### config.mk
export PLATFORM = sky130hd
export DESIGN_NAME = fetch_unit_flat
export DESIGN_NICKNAME = d
export VERILOG_FILES = /design/src/rtl/cpu_pkg.sv /design/src/rtl/fetch_unit_if.sv /design/src/rtl/fetch_buf.sv /design/src/rtl/fetch_unit.sv /design/src/flat_wrapper.sv
export SDC_FILE = /design/constraint.sdc
export NUM_CORES = 1
export LEC_CHECK = 0
export BUFFER_PORTS_ARGS = -buffer_cell sky130_fd_sc_hd__buf_2
export CAP_MARGIN = 0
export CORE_MARGIN = 5
export CORE_UTILIZATION = 40
export DETAILED_ROUTE_END_ITERATION = 10
export SKIP_CTS_REPAIR_TIMING = 1
export SLEW_MARGIN = 5
export SYNTH_ARGS = -nofsm -noshare
export SYNTH_HDL_FRONTEND = slang
export SYNTH_SLANG_ARGS = --single-unit
### constraint.sdc
create_clock -name clk -period 3.5 [get_ports clk]
set_input_delay 0 -clock clk [delete_from_list [all_inputs] [get_ports clk]]
set_output_delay 0 -clock clk [all_outputs]
set_load 0.005 [all_outputs]
### src/rtl/cpu_pkg.sv
// Shared fetch-stage definitions: architectural constants and the fetch FSM state type.
package cpu_pkg;

  localparam logic [31:0] RESET_PC_DEF = 32'h0000_0000;
  localparam logic [31:0] NOP_INST_DEF = 32'h0000_0013;  // addi x0,x0,0

  typedef enum logic [1:0] {
    StIdle,
    StWait,
    StDrop
  } fetch_state_e;

endpackage

### src/rtl/fetch_unit_if.sv
// Instruction-memory request/response bus between the fetch stage and imem.
interface fetch_unit_if;

  logic        imem_req;
  logic [31:0] imem_addr;
  logic        imem_rvalid;
  logic [31:0] imem_rdata;

  modport master (output imem_req, output imem_addr, input imem_rvalid, input imem_rdata);
  modport slave  (input imem_req, input imem_addr, output imem_rvalid, output imem_rdata);

endinterface

### src/rtl/fetch_buf.sv
// One-entry holding register for the fetched instruction presented to IF/ID.
module fetch_buf
  import cpu_pkg::*;
#(
  parameter logic [31:0] NOP_INST = NOP_INST_DEF
) (
  input  logic        clk,
  input  logic        rst,
  input  logic        load,
  input  logic [31:0] load_pc,
  input  logic [31:0] load_inst,
  input  logic        consume,
  input  logic        flush,
  output logic        valid,
  output logic [31:0] pc,
  output logic [31:0] inst
);

  // flush beats load beats consume; pc is left alone when emptying
  always_ff @(posedge clk or negedge rst) begin
    if (!rst) begin
      valid <= 1'b0;
      pc    <= '0;
      inst  <= NOP_INST;
    end else if (flush) begin
      valid <= 1'b0;
      inst  <= NOP_INST;
    end else if (load) begin
      valid <= 1'b1;
      pc    <= load_pc;
      inst  <= load_inst;
    end else if (consume) begin
      valid <= 1'b0;
      inst  <= NOP_INST;
    end
  end

endmodule

### src/rtl/fetch_unit.sv
// Instruction-fetch stage: owns the PC, keeps one imem request in flight and buffers
// one instruction for IF/ID, dropping responses made stale by a redirect.
module fetch_unit
  import cpu_pkg::*;
#(
  parameter logic [31:0] RESET_PC = RESET_PC_DEF,
  parameter logic [31:0] NOP_INST = NOP_INST_DEF
) (
  input  logic                clk,
  input  logic                rst,
  input  logic                stall,
  input  logic                redirect,
  input  logic [31:0]         redirect_pc,
  fetch_unit_if.master        imem,
  output logic                f_valid,
  output logic [31:0]         f_pc,
  output logic [31:0]         f_inst
);

  fetch_state_e state_q;
  logic [31:0]  pc_q;
  logic [31:0]  req_pc_q;
  logic         consume;
  logic         issue;
  logic         resp;

  assign consume = f_valid & ~stall;
  // Only issue when the buffer will be free, so a wanted response can always be loaded
  assign issue   = (state_q == StIdle) & ~redirect & (~f_valid | consume);
  assign resp    = (state_q == StWait) & imem.imem_rvalid & ~redirect;

  assign imem.imem_req  = rst & issue;
  assign imem.imem_addr = pc_q;

  always_ff @(posedge clk or negedge rst) begin
    if (!rst) begin
      state_q  <= StIdle;
      pc_q     <= RESET_PC;
      req_pc_q <= '0;
    end else if (redirect) begin
      pc_q <= redirect_pc & ~32'd3;
      if (state_q != StIdle && !imem.imem_rvalid) begin
        state_q <= StDrop;
      end else begin
        state_q <= StIdle;
      end
    end else begin
      case (state_q)
        StIdle: begin
          if (issue) begin
            req_pc_q <= pc_q;
            pc_q     <= pc_q + 32'd4;
            state_q  <= StWait;
          end
        end
        StWait, StDrop: begin
          if (imem.imem_rvalid) state_q <= StIdle;
        end
        default: state_q <= StIdle;
      endcase
    end
  end

  fetch_buf #(
    .NOP_INST (NOP_INST)
  ) u_buf (
    .clk       (clk),
    .rst       (rst),
    .load      (resp),
    .load_pc   (req_pc_q),
    .load_inst (imem.imem_rdata),
    .consume   (consume),
    .flush     (redirect),
    .valid     (f_valid),
    .pc        (f_pc),
    .inst      (f_inst)
  );

  // A response with nothing outstanding is a memory protocol error; the FSM ignores it
  rvalid_in_idle : assert property (@(posedge clk) disable iff (!rst)
      !(state_q == StIdle && imem.imem_rvalid))
    else $warning("imem_rvalid with no request outstanding (ignored)");

endmodule

### src/flat_wrapper.sv
// flat-port wrapper written by rule: the top's interface ports become plain ports
module fetch_unit_flat import cpu_pkg::*;
#(
  parameter logic [31:0] RESET_PC = RESET_PC_DEF,
  parameter logic [31:0] NOP_INST = NOP_INST_DEF
)
  (clk, rst, stall, redirect, redirect_pc, f_valid, f_pc, f_inst, imem_imem_req, imem_imem_addr, imem_imem_rvalid, imem_imem_rdata);
  fetch_unit_if imem_i ();
  input  logic clk;
  input  logic rst;
  input  logic stall;
  input  logic redirect;
  input  logic [31:0] redirect_pc;
  output logic f_valid;
  output logic [31:0] f_pc;
  output logic [31:0] f_inst;
  output wire logic [$bits(imem_i.imem_req)-1:0] imem_imem_req;
  output wire logic [$bits(imem_i.imem_addr)-1:0] imem_imem_addr;
  input wire logic [$bits(imem_i.imem_rvalid)-1:0] imem_imem_rvalid;
  input wire logic [$bits(imem_i.imem_rdata)-1:0] imem_imem_rdata;
  assign imem_imem_req = imem_i.imem_req;
  assign imem_imem_addr = imem_i.imem_addr;
  assign imem_i.imem_rvalid = imem_imem_rvalid;
  assign imem_i.imem_rdata = imem_imem_rdata;
  fetch_unit #(.RESET_PC(RESET_PC), .NOP_INST(NOP_INST)) u_core (.clk(clk), .rst(rst), .stall(stall), .redirect(redirect), .redirect_pc(redirect_pc), .imem(imem_i), .f_valid(f_valid), .f_pc(f_pc), .f_inst(f_inst));
endmodule
==> reports/metrics.yaml, run 1 <==
outcome: "complete, no violations"
rr_worst_depth: 6
synth-simple-area-share: 0.176
overflow: 0
pre_cts_ws_ns: 1.18
fin_nets: 790
die_area_sq_um: 16000
critPathCaptureType: "flop"
ys_top_cells_by_area: "dfrtp_1 56%, nand2_1 7.9%, mux2_2 6.4%, a22o_1 4.7%, or4_1 2.2%"
path_class: "reg -> reg"
netlist_area_sq_um: 5430
dr.first_iter.drc_count: 343
placed_cell_area_sq_um: 6350
critPathLaunch: "u_core.state_q[0]"
cts_buffers: 17
skew_ns: 0.00716
synthAdderAreaFrac: 0.00692
final_common_cell: "buf_2"
synth_top_cell_area_share: 0.563
rsz0062_at_grt: "no"
synth_cell_types: 46
worst_slew_pin_slew_ns: 0.959
row_count: 42
hpwl_um: 9820
grt_max_degree: 93
post_drt_wl_per_cell_um: 16.4
grt_first_pass_wirelength_um: 22800
async_reset_ff_frac: 1.00
endpoint: "u_core.imem.imem_addr[21]"
path_clk_slew_ns: 0.05
cts-root-buf: "clkbuf_16"
io_pins: 167
grt_pass1_vias: 4465
rrSetupSlack_ns: 1.18
synth-xor-area-share: 0.0129
htree_levels: 4
irDropWorstVdd_v: 0.000315
slowest_delay_ns: 0.54
slew_headroom: 0.359
clock_latency_ns: 0.41
final_antenna_net_count: 0
synth_compound_gate_area_share: 0.121
fin_area_sq_um: 7630
crit_cells: 6
synth-seq-cells: 125
cts_sinks: 125
r2r-start: "u_core.state_q[0]"
cp_slowest_cell: "or4_1"
syn-instance-count: 496
slew_violations: 0
finalWorstSetupSlack_ns: 1.18
hold_class: "in -> reg"
p_per_area_nw_per_um2: 639
track_usage: 0.178
via_count: 4593
vias_per_cell: 5.06
fin_crit_ns: 2.32
cts_tree: "yes"
wirelength_um: 14900
critical_path_required_ns: 3.83
finalHoldViolations: 0
diodes: 0
syn_area_per_cell_sq_um: 10.9
startpoint_type: "flop"
post-route-period-util: 0.664
fmax_mhz: 430
post-route-drc-count: 0
drv_cap: 0
leakagePower_uw: 0.00366
initial_core_util: 0.408
cp_max_fo: 12
cts_buffer_depth: 2
arrival_ns: 2.65
synthMuxAreaShare: 0.0662
core_sq_um: 13300
gp_congestion: 0.828
die_w_um: 126
fin_setup_tns_ns: 0
mostFrequentLayoutCells: "159 x buf_2, 122 x dfrtp_1, 114 x nand2_1, 65 x dlygate4sd3_1, 31 x mux2_2"
yosysSeqAreaShare: 0.577
synth-warning-count: 0
antenna_found_initial: 0
critical_path_buf_inv_count: 1
hold_ws_ns: 0.104
synth_top_family_by_area: "simple AND/OR/NAND/NOR gates"
finalSetupViolations: 0
r2r_end: "u_core.imem.imem_addr[21]"
synth_top_area_cell: "dfrtp_1"
synth_edf_count: 0
crit_family: "simple AND/OR/NAND/NOR gates"
io_buffers: 160
ys.flop_type: "dfrtp_1"
drt_first_pass_iters: 5
drive_gt1_frac: 0.337
worstPathCellList: "inv_1, ha_1, a21boi_1, nand4_1, or4_1, a31oi_1"
area_growth_pct: 40.7
die_h_um: 126
kinds of logic (layout without fill, tap and decap cells):
kind of cell,after synthesis,in the layout
DFF,125,125
other,1,4
AOI/OAI and AO/OA,89,89
xor gates and xnor gates,8,8
and+or+nand+nor,198,198
muxes,32,32
buffers and inverters,40,272
adders and majority gates,3,3
worst reg2reg max path: cells and delay by family (launching register included):
kind / cells / cell delay (ns)
simple gates: 2 / 1.00
compound gates: 2 / 0.59
buf+inv: 1 / 0.07
fa+ha+maj: 1 / 0.18
flops: 1 / 0.40
metal layers:
metal / track usage / up-vias / wire (um)
li1: - / 2215 / -
met1: 0.230 / 2218 / 6420
met2: 0.276 / 131 / 7300
met3: 0.0521 / 29 / 755
met4: 0.0858 / 0 / 389
met5: 0 / - / 0
registers in the layout (all words and copies together), names as in the netlist:
register and flops:
u_core.u_buf.valid 1, u_core.state_q 2, u_core.u_buf.inst 32, u_core.u_buf.pc 30, u_core.imem.imem_addr 30, u_core.req_pc_q 30
cell type report:
| class | count | area [sq um] |
|---|---|---|
| sequential | 125 | 3130 |
| tap | 176 | 220 |
| clock buffer | 27 | 533 |
| multi-input combinational | 334 | 2110 |
| inverter | 9 | 33.8 |
| timing repair buffer | 231 | 1500 |
| fill | 1179 | 5660 |
| clock inverter | 5 | 100 |
through the flow:
stage	cells	power [uW]	util
4_1_cts	842	4870	0.525
3_5_place_dp	810	3000	0.478
6_report	907	4880	0.574
5_1_grt	907	5170	0.574
2_1_floorplan	499	2540	-
3_3_place_gp	810	2960	0.478
worst min-delay path by stage:
stage,end,depth (start not counted),start,slack (ns)
after floorplan,u_core.imem.imem_addr[10],0,rst,-0.30
after global placement,u_core.u_buf.pc[7],1,rst,0.14
after detailed placement,u_core.u_buf.pc[7],1,rst,0.14
after CTS,u_core.u_buf.pc[7],1,rst,-0.30
after global routing,u_core.u_buf.valid,2,redirect,0.13
final,u_core.imem.imem_addr[10],3,redirect,0.10
cells in the mapped netlist, types with 4 or more instances:
| cell type | n |
|---|---|
| a22o_1 | 29 |
| clkbuf_1 | 14 |
| inv_1 | 8 |
| a31oi_1 | 18 |
| buf_4 | 6 |
| mux2_2 | 31 |
| nand2_1 | 114 |
| xnor2_1 | 4 |
| dfrtp_1 | 122 |
| nand3_1 | 12 |
| nand4_1 | 8 |
| nor2_1 | 23 |
| o311ai_0 | 5 |
| o31ai_1 | 15 |
| xor2_1 | 4 |
| buf_1 | 5 |
| or4_1 | 16 |
| o21ai_0 | 13 |
report_power, final:
part	total, uW	internal, uW	switching, uW	leakage, uW
logic	983	509	474	0.00181
clock network	1850	1250	597	0.000314
registers	2040	1810	231	0.00154
total	4880	3570	1300	0.00366
Power figures use the tool's default switching activity.
==> run 2: changes to the inputs <==
--- a/config.mk
+++ b/config.mk
@@ -10,6 +10,7 @@
 export CORE_MARGIN = 5
 export CORE_UTILIZATION = 40
 export DETAILED_ROUTE_END_ITERATION = 10
+export PLACE_DENSITY = 0.67
 export SKIP_CTS_REPAIR_TIMING = 1
 export SLEW_MARGIN = 5
 export SYNTH_ARGS = -nofsm -noshare
==> constraint.sdc (replaced) <==
create_clock -name clk -period 2.1 [get_ports clk]
set_input_delay 0 -clock clk [delete_from_list [all_inputs] [get_ports clk]]
set_output_delay 0 -clock clk [all_outputs]
set_load 0.005 [all_outputs]
==> run 2 against run 1 <==
Compared with the run above:
- register-to-register slack lost 1.1 ns
- count of clock-buffer cells in the layout increased by 2
- first-iteration DRC count decreased by 31%
- critical endpoint is now u_core.imem.imem_addr[30]
- routed wire length grew 3.4%
==> reports/metrics.yaml, run 2 (same netlist as run 1, synthesis figures left out) <==
outcome: "complete, no violations"  # unchanged
antenna_found_initial: 1  # was 0
rrSetupSlack_ns: 0.09  # was 1.18 ns
rr_worst_depth: 5  # was 6
post-route-period-util: 0.958  # was 0.664
slew_violations: 0  # unchanged
fin_nets: 820  # was 790
n_fill_cell: 1119  # was 1179
skew_ns: 0.00682  # was 0.00716 ns
post_drt_wl_per_cell_um: 16.4  # about the same
drt_first_pass_iters: 5  # unchanged
final_antenna_net_count: 0  # unchanged
final_util: 0.588  # was 0.574
htree_levels: 4  # unchanged
cts_buffers: 17  # unchanged
via_count: 4793  # was 4593
regMostFlops: "u_core.u_buf.inst"  # unchanged
die_h_um: 126  # unchanged
final_common_cell: "buf_2"  # unchanged
dr.first_iter.drc_count: 237  # was 343
hold_ws_ns: 0.122  # was 0.104 ns
vias_per_cell: 5.11  # was 5.06
largest_reg_flops: 32  # unchanged
hpwl_um: 10500  # was 9820 um
track_usage: 0.185  # was 0.178
cts-root-buf: "clkbuf_16"  # unchanged
grt_pass1_vias: 4720  # was 4465
initial_core_util: 0.408  # unchanged
io_pins: 167  # unchanged
cts_buffer_depth: 2  # unchanged
drv_cap: 0  # unchanged
cp_max_fo: 7  # was 12
mostFrequentLayoutCells: "159 x buf_2, 122 x dfrtp_1, 114 x nand2_1, 68 x dlygate4sd3_1"  # was 159 x buf_2, 122 x dfrtp_1, 114 x nand2_1, 65 x dlygate4sd3_1, 31 x mux2_2
wirelength_um: 15400  # was 14900 um
cts_sinks: 125  # unchanged
critPathCaptureType: "flop"  # unchanged
leakagePower_uw: 0.00375  # was 0.00366 uW
gp_congestion: 0.791  # was 0.828
grt_first_pass_wirelength_um: 23800  # was 22800 um
worst_slew_pin_slew_ns: 0.538  # was 0.959 ns
die_area_sq_um: 16000  # unchanged
r2r-start: "u_core.imem.imem_addr[13]"  # was u_core.state_q[0]
critical_path_required_ns: 2.42  # was 3.83 ns
die_w_um: 126  # unchanged
arrival_ns: 2.33  # was 2.65 ns
p_per_area_nw_per_um2: 1000  # was 639 nW/um^2
path_clk_slew_ns: 0.05  # about the same
finalSetupViolations: 0  # unchanged
core_sq_um: 13300  # unchanged
io_buffers: 160  # unchanged
cts_tree: "yes"  # unchanged
slew_headroom: 0.641  # was 0.359
drive_gt1_frac: 0.354  # was 0.337
area_growth_pct: 44.1  # was 40.7%
irDropWorstVdd_v: 0.000523  # was 0.000315 V
fmax_mhz: 497  # was 430 MHz
r2r_end: "u_core.imem.imem_addr[30]"  # was u_core.imem.imem_addr[21]
clock_latency_ns: 0.41  # about the same
row_count: 42  # unchanged
path_class: "reg -> reg"  # unchanged
grt_max_degree: 60  # was 93
hold_class: "in -> async"  # was in -> reg
overflow: 0  # unchanged
post-route-drc-count: 0  # unchanged
finalHoldViolations: 0  # unchanged
fin_crit_ns: 2.01  # was 2.32 ns
startpoint_type: "flop"  # unchanged
run 2: changes by cell type in the layout (fill, tap and decap cells not counted), sizes merged:
cell         delta
buf            +27
diode           +2
bufinv          -2
dlygate4sd3     +3
clkbuf          +2
clkinv          -1
run 2: worst max-delay path by stage:
| stage | from | depth (start not counted) | endpoint | slack [ns] |
|---|---|---|---|---|
| 2_1_floorplan | u_core.state_q[0] | 7 | u_core.imem.imem_addr[22] | 0.11 |
| 3_3_place_gp | u_core.state_q[0] | 7 | u_core.imem.imem_addr[31] | 0.14 |
| 3_5_place_dp | u_core.state_q[0] | 7 | u_core.imem.imem_addr[30] | 0.05 |
| 4_1_cts | u_core.state_q[0] | 7 | u_core.imem.imem_addr[26] | 0.01 |
| 5_1_grt | u_core.imem.imem_addr[13] | 5 | u_core.imem.imem_addr[26] | -0.02 |
| 6_report | u_core.imem.imem_addr[13] | 5 | u_core.imem.imem_addr[30] | 0.09 |
run 2: layout make-up:
class | instances | area [sq um] | share of cell area
Antenna cell | 2 | 5.00 | 0.000640
Clock inverter | 2 | 35.0 | 0.00448
Inverter | 9 | 33.8 | 0.00432
Tap cell | 176 | 220 | 0.0282
Clock buffer | 29 | 500 | 0.0640
Multi-Input combinational cell | 334 | 2140 | 0.274
Timing Repair Buffer | 261 | 1750 | 0.224
Sequential cell | 125 | 3130 | 0.400
run 2: worst max-delay path, stage by stage, from the launching register on:
cell and delay, ns:
dfrtp_1 0.44, and4_1 0.45, nand4_1 0.24, buf_4 0.20, or4_1 0.40, a31oi_1 0.19
run 2: per-stage QoR:
| step | TNS, ns | setup WS (ns) | total power, uW | area (sq um) | std cells |
|---|---|---|---|---|---|
| 2_1_floorplan | 0 | 0.111 | 4240 | 5440 | 499 |
| 3_3_place_gp | 0 | 0.142 | 5000 | 6540 | 833 |
| 3_5_place_dp | 0 | 0.0484 | 5090 | 6540 | 833 |
| 4_1_cts | 0 | 0.0134 | 7780 | 7070 | 864 |
| 5_1_grt | -0.0348 | -0.0220 | 8320 | 7820 | 937 |
| 6_report | 0 | 0.0890 | 7830 | 7820 | 938 |
run 2: power by group:
group	total, uW	switching (uW)	internal (uW)
sequential	3390	363	3020
clock	2660	951	1710
combinational	1780	853	926
run 2: per-layer routing:
metal  GRT usage  share of wire  vias to the layer above
met4      0.0738          0.029                        0
met3      0.0626          0.054                       45
met5           0              0                        -
li1            -              -                     2261
met1       0.227           0.42                     2330
met2       0.302           0.50                      157
==> run 3: changes to the inputs <==
--- a/config.mk
+++ b/config.mk
@@ -9,6 +9,7 @@
 export CAP_MARGIN = 0
 export CORE_MARGIN = 5
 export CORE_UTILIZATION = 40
+export CTS_BUF_LIST = sky130_fd_sc_hd__clkbuf_8
 export DETAILED_ROUTE_END_ITERATION = 10
 export PLACE_DENSITY = 0.67
 export SKIP_CTS_REPAIR_TIMING = 1
==> run 3 against run 2 <==
Compared with the run above:
- die area did not move
- register-to-register slack got worse by 0.03 ns
- critical endpoint is now u_core.imem.imem_addr[3]
- clock power decreased by 31%
- largest power group unchanged
- critical path type unchanged
- highest routed layer unchanged
- power is 10% lower
==> reports/metrics.yaml, run 3 (same netlist as run 1, synthesis figures left out) <==
outcome: "complete, no violations"  # unchanged
worstPathCellList: "inv_1, ha_4, a21boi_2, buf_6, buf_4, mux2i_1, o21ai_0, dlygate4sd3_1"  # was and4_1, nand4_1, buf_4, or4_1, a31oi_1
wl_met3_um: 751  # was 827 um
path_class: "reg -> reg"  # unchanged
antenna_found_initial: 1  # unchanged
critical_path_required_ns: 2.41  # was 2.42 ns
final_common_cell: "buf_2"  # unchanged
mostFrequentLayoutCells: "159 x buf_2, 122 x dfrtp_1, 114 x nand2_1, 76 x dlygate4sd3_1"  # was 159 x buf_2, 122 x dfrtp_1, 114 x nand2_1, 68 x dlygate4sd3_1
dpl.cell_count: 833  # unchanged
hpwl_um: 10500  # unchanged
worst_slew_pin_slew_ns: 0.525  # was 0.538 ns
grt_first_pass_wirelength_um: 23600  # was 23800 um
crit_family: "buffers and inverters"  # was simple AND/OR/NAND/NOR gates
slowest_delay_ns: 0.57  # was 0.45 ns
wl_met1_um: 6380  # was 6410 um
critPathCaptureType: "flop"  # unchanged
io_buffers: 160  # unchanged
core_sq_um: 13300  # unchanged
pre_cts_ws_ns: 0.0484  # unchanged
slew_headroom: 0.650  # was 0.641
cp_slowest_cell: "dlygate4sd3_1"  # was and4_1
layoutNonFillerInstCount: 945  # was 938
wirelength_um: 15300  # was 15400 um
skew_ns: 0.00890  # was 0.00682 ns
cts_tree: "yes"  # unchanged
die_area_sq_um: 16000  # unchanged
row_count: 42  # unchanged
critical_path_buf_inv_count: 4  # was 1
io_pins: 167  # unchanged
startpoint_type: "flop"  # unchanged
fin_crit_ns: 2.04  # was 2.01 ns
grt_max_degree: 60  # unchanged
rrSetupSlack_ns: 0.06  # was 0.09 ns
irDropWorstVdd_v: 0.000483  # was 0.000523 V
arrival_ns: 2.35  # was 2.33 ns
n_fill_cell: 1145  # was 1119
gp_congestion: 0.791  # unchanged
fin_area_sq_um: 7710  # was 7820 sq um
dr_wl_met2_um: 7700  # about the same
drv_cap: 0  # unchanged
multi_input_area_sq_um: 2140  # about the same
finalHoldViolations: 0  # unchanged
p_per_area_nw_per_um2: 910  # was 1000 nW/um^2
die_h_um: 126  # unchanged
layout.area.seq_sq_um: 3130  # unchanged
r2r-start: "u_core.state_q[0]"  # was u_core.imem.imem_addr[13]
via_count: 4804  # was 4793
overflow: 0  # unchanged
highest_layer: "met4"  # unchanged
vias_per_cell: 5.08  # was 5.11
post-route-drc-count: 0  # unchanged
finalWorstSetupSlack_ns: 0.0619  # was 0.0890 ns
cts_sinks: 125  # unchanged
leakagePower_uw: 0.00373  # was 0.00375 uW
grt_pass1_vias: 4667  # was 4720
drt_first_pass_iters: 4  # was 5
cts-root-buf: "clkbuf_8"  # was clkbuf_16
clock_latency_ns: 0.43  # was 0.41 ns
track_usage: 0.184  # was 0.185
initial_core_util: 0.408  # unchanged
post-route-period-util: 0.971  # was 0.958
drive_gt1_frac: 0.353  # was 0.354
finalSetupViolations: 0  # unchanged
fmax_mhz: 491  # was 497 MHz
cts_buffers: 17  # unchanged
final_util: 0.580  # was 0.588
post_drt_wl_per_cell_um: 16.2  # was 16.4 um
final_antenna_net_count: 0  # unchanged
dr.first_iter.drc_count: 244  # was 237
fin_nets: 828  # was 820
htree_levels: 4  # unchanged
area_growth_pct: 42.1  # was 44.1%
path_clk_slew_ns: 0.07  # was 0.05 ns
cp_max_fo: 7  # unchanged
cts_buffer_depth: 2  # unchanged
die_w_um: 126  # unchanged
regMostFlops: "u_core.u_buf.inst"  # unchanged
largest_reg_flops: 32  # unchanged
hold_class: "in -> async"  # unchanged
hold_ws_ns: 0.108  # was 0.122 ns
placed_cell_area_sq_um: 6540  # unchanged
slew_violations: 0  # unchanged
rr_worst_depth: 8  # was 5
r2r_end: "u_core.imem.imem_addr[3]"  # was u_core.imem.imem_addr[30]
run 3: cell count changes in the layout (fill, tap and decap cells not counted), sizes merged:
cell,delta
diode,-1
clkbuf,-9
dlygate4sd3,+8
inv,+9
run 3: per-layer routing:
metal  up-vias  GRT usage
met2       146      0.300
met3        36     0.0521
met5         -          0
li1       2274          -
met4         0     0.0820
met1      2348      0.228
run 3: power breakdown:
| part | total, uW | switching [uW] | internal (uW) | leakage, uW |
|---|---|---|---|---|
| combinational | 1810 | 856 | 950 | 0.00198 |
| sequential | 3380 | 362 | 3020 | 0.00154 |
| clock | 1830 | 845 | 982 | 0.000210 |
run 3: layout make-up:
| type | count | share of cell area |
|---|---|---|
| flip-flops and latches | 125 | 0.406 |
| multi-input cells | 334 | 0.278 |
| repair buffers | 269 | 0.238 |
| clock buffers | 20 | 0.0357 |
| well taps | 176 | 0.0286 |
| clock inverters | 11 | 0.00893 |
| inverters | 9 | 0.00438 |
| diodes | 1 | 0.000325 |
run 3: worst max path at each step:
stage                            startpoint                   endpoint  slack, ns  cells after the start
after global routing      u_core.state_q[0]   u_core.imem.imem_addr[3]      -0.01                      8
final                     u_core.state_q[0]   u_core.imem.imem_addr[3]       0.06                      8
after floorplan           u_core.state_q[0]  u_core.imem.imem_addr[22]       0.11                      7
after global placement    u_core.state_q[0]  u_core.imem.imem_addr[31]       0.14                      7
after detailed placement  u_core.state_q[0]  u_core.imem.imem_addr[30]       0.05                      7
after CTS                 u_core.state_q[0]  u_core.imem.imem_addr[26]       0.01                      7
run 3: through the flow:
| stage | power (uW) | TNS, ns |
|---|---|---|
| final | 7010 | 0 |
| after global routing | 7500 | -0.0148 |
| after CTS | 6930 | 0 |
| after detailed placement | 5090 | 0 |
| after global placement | 5000 | 0 |
| after floorplan | 4240 | 0 |
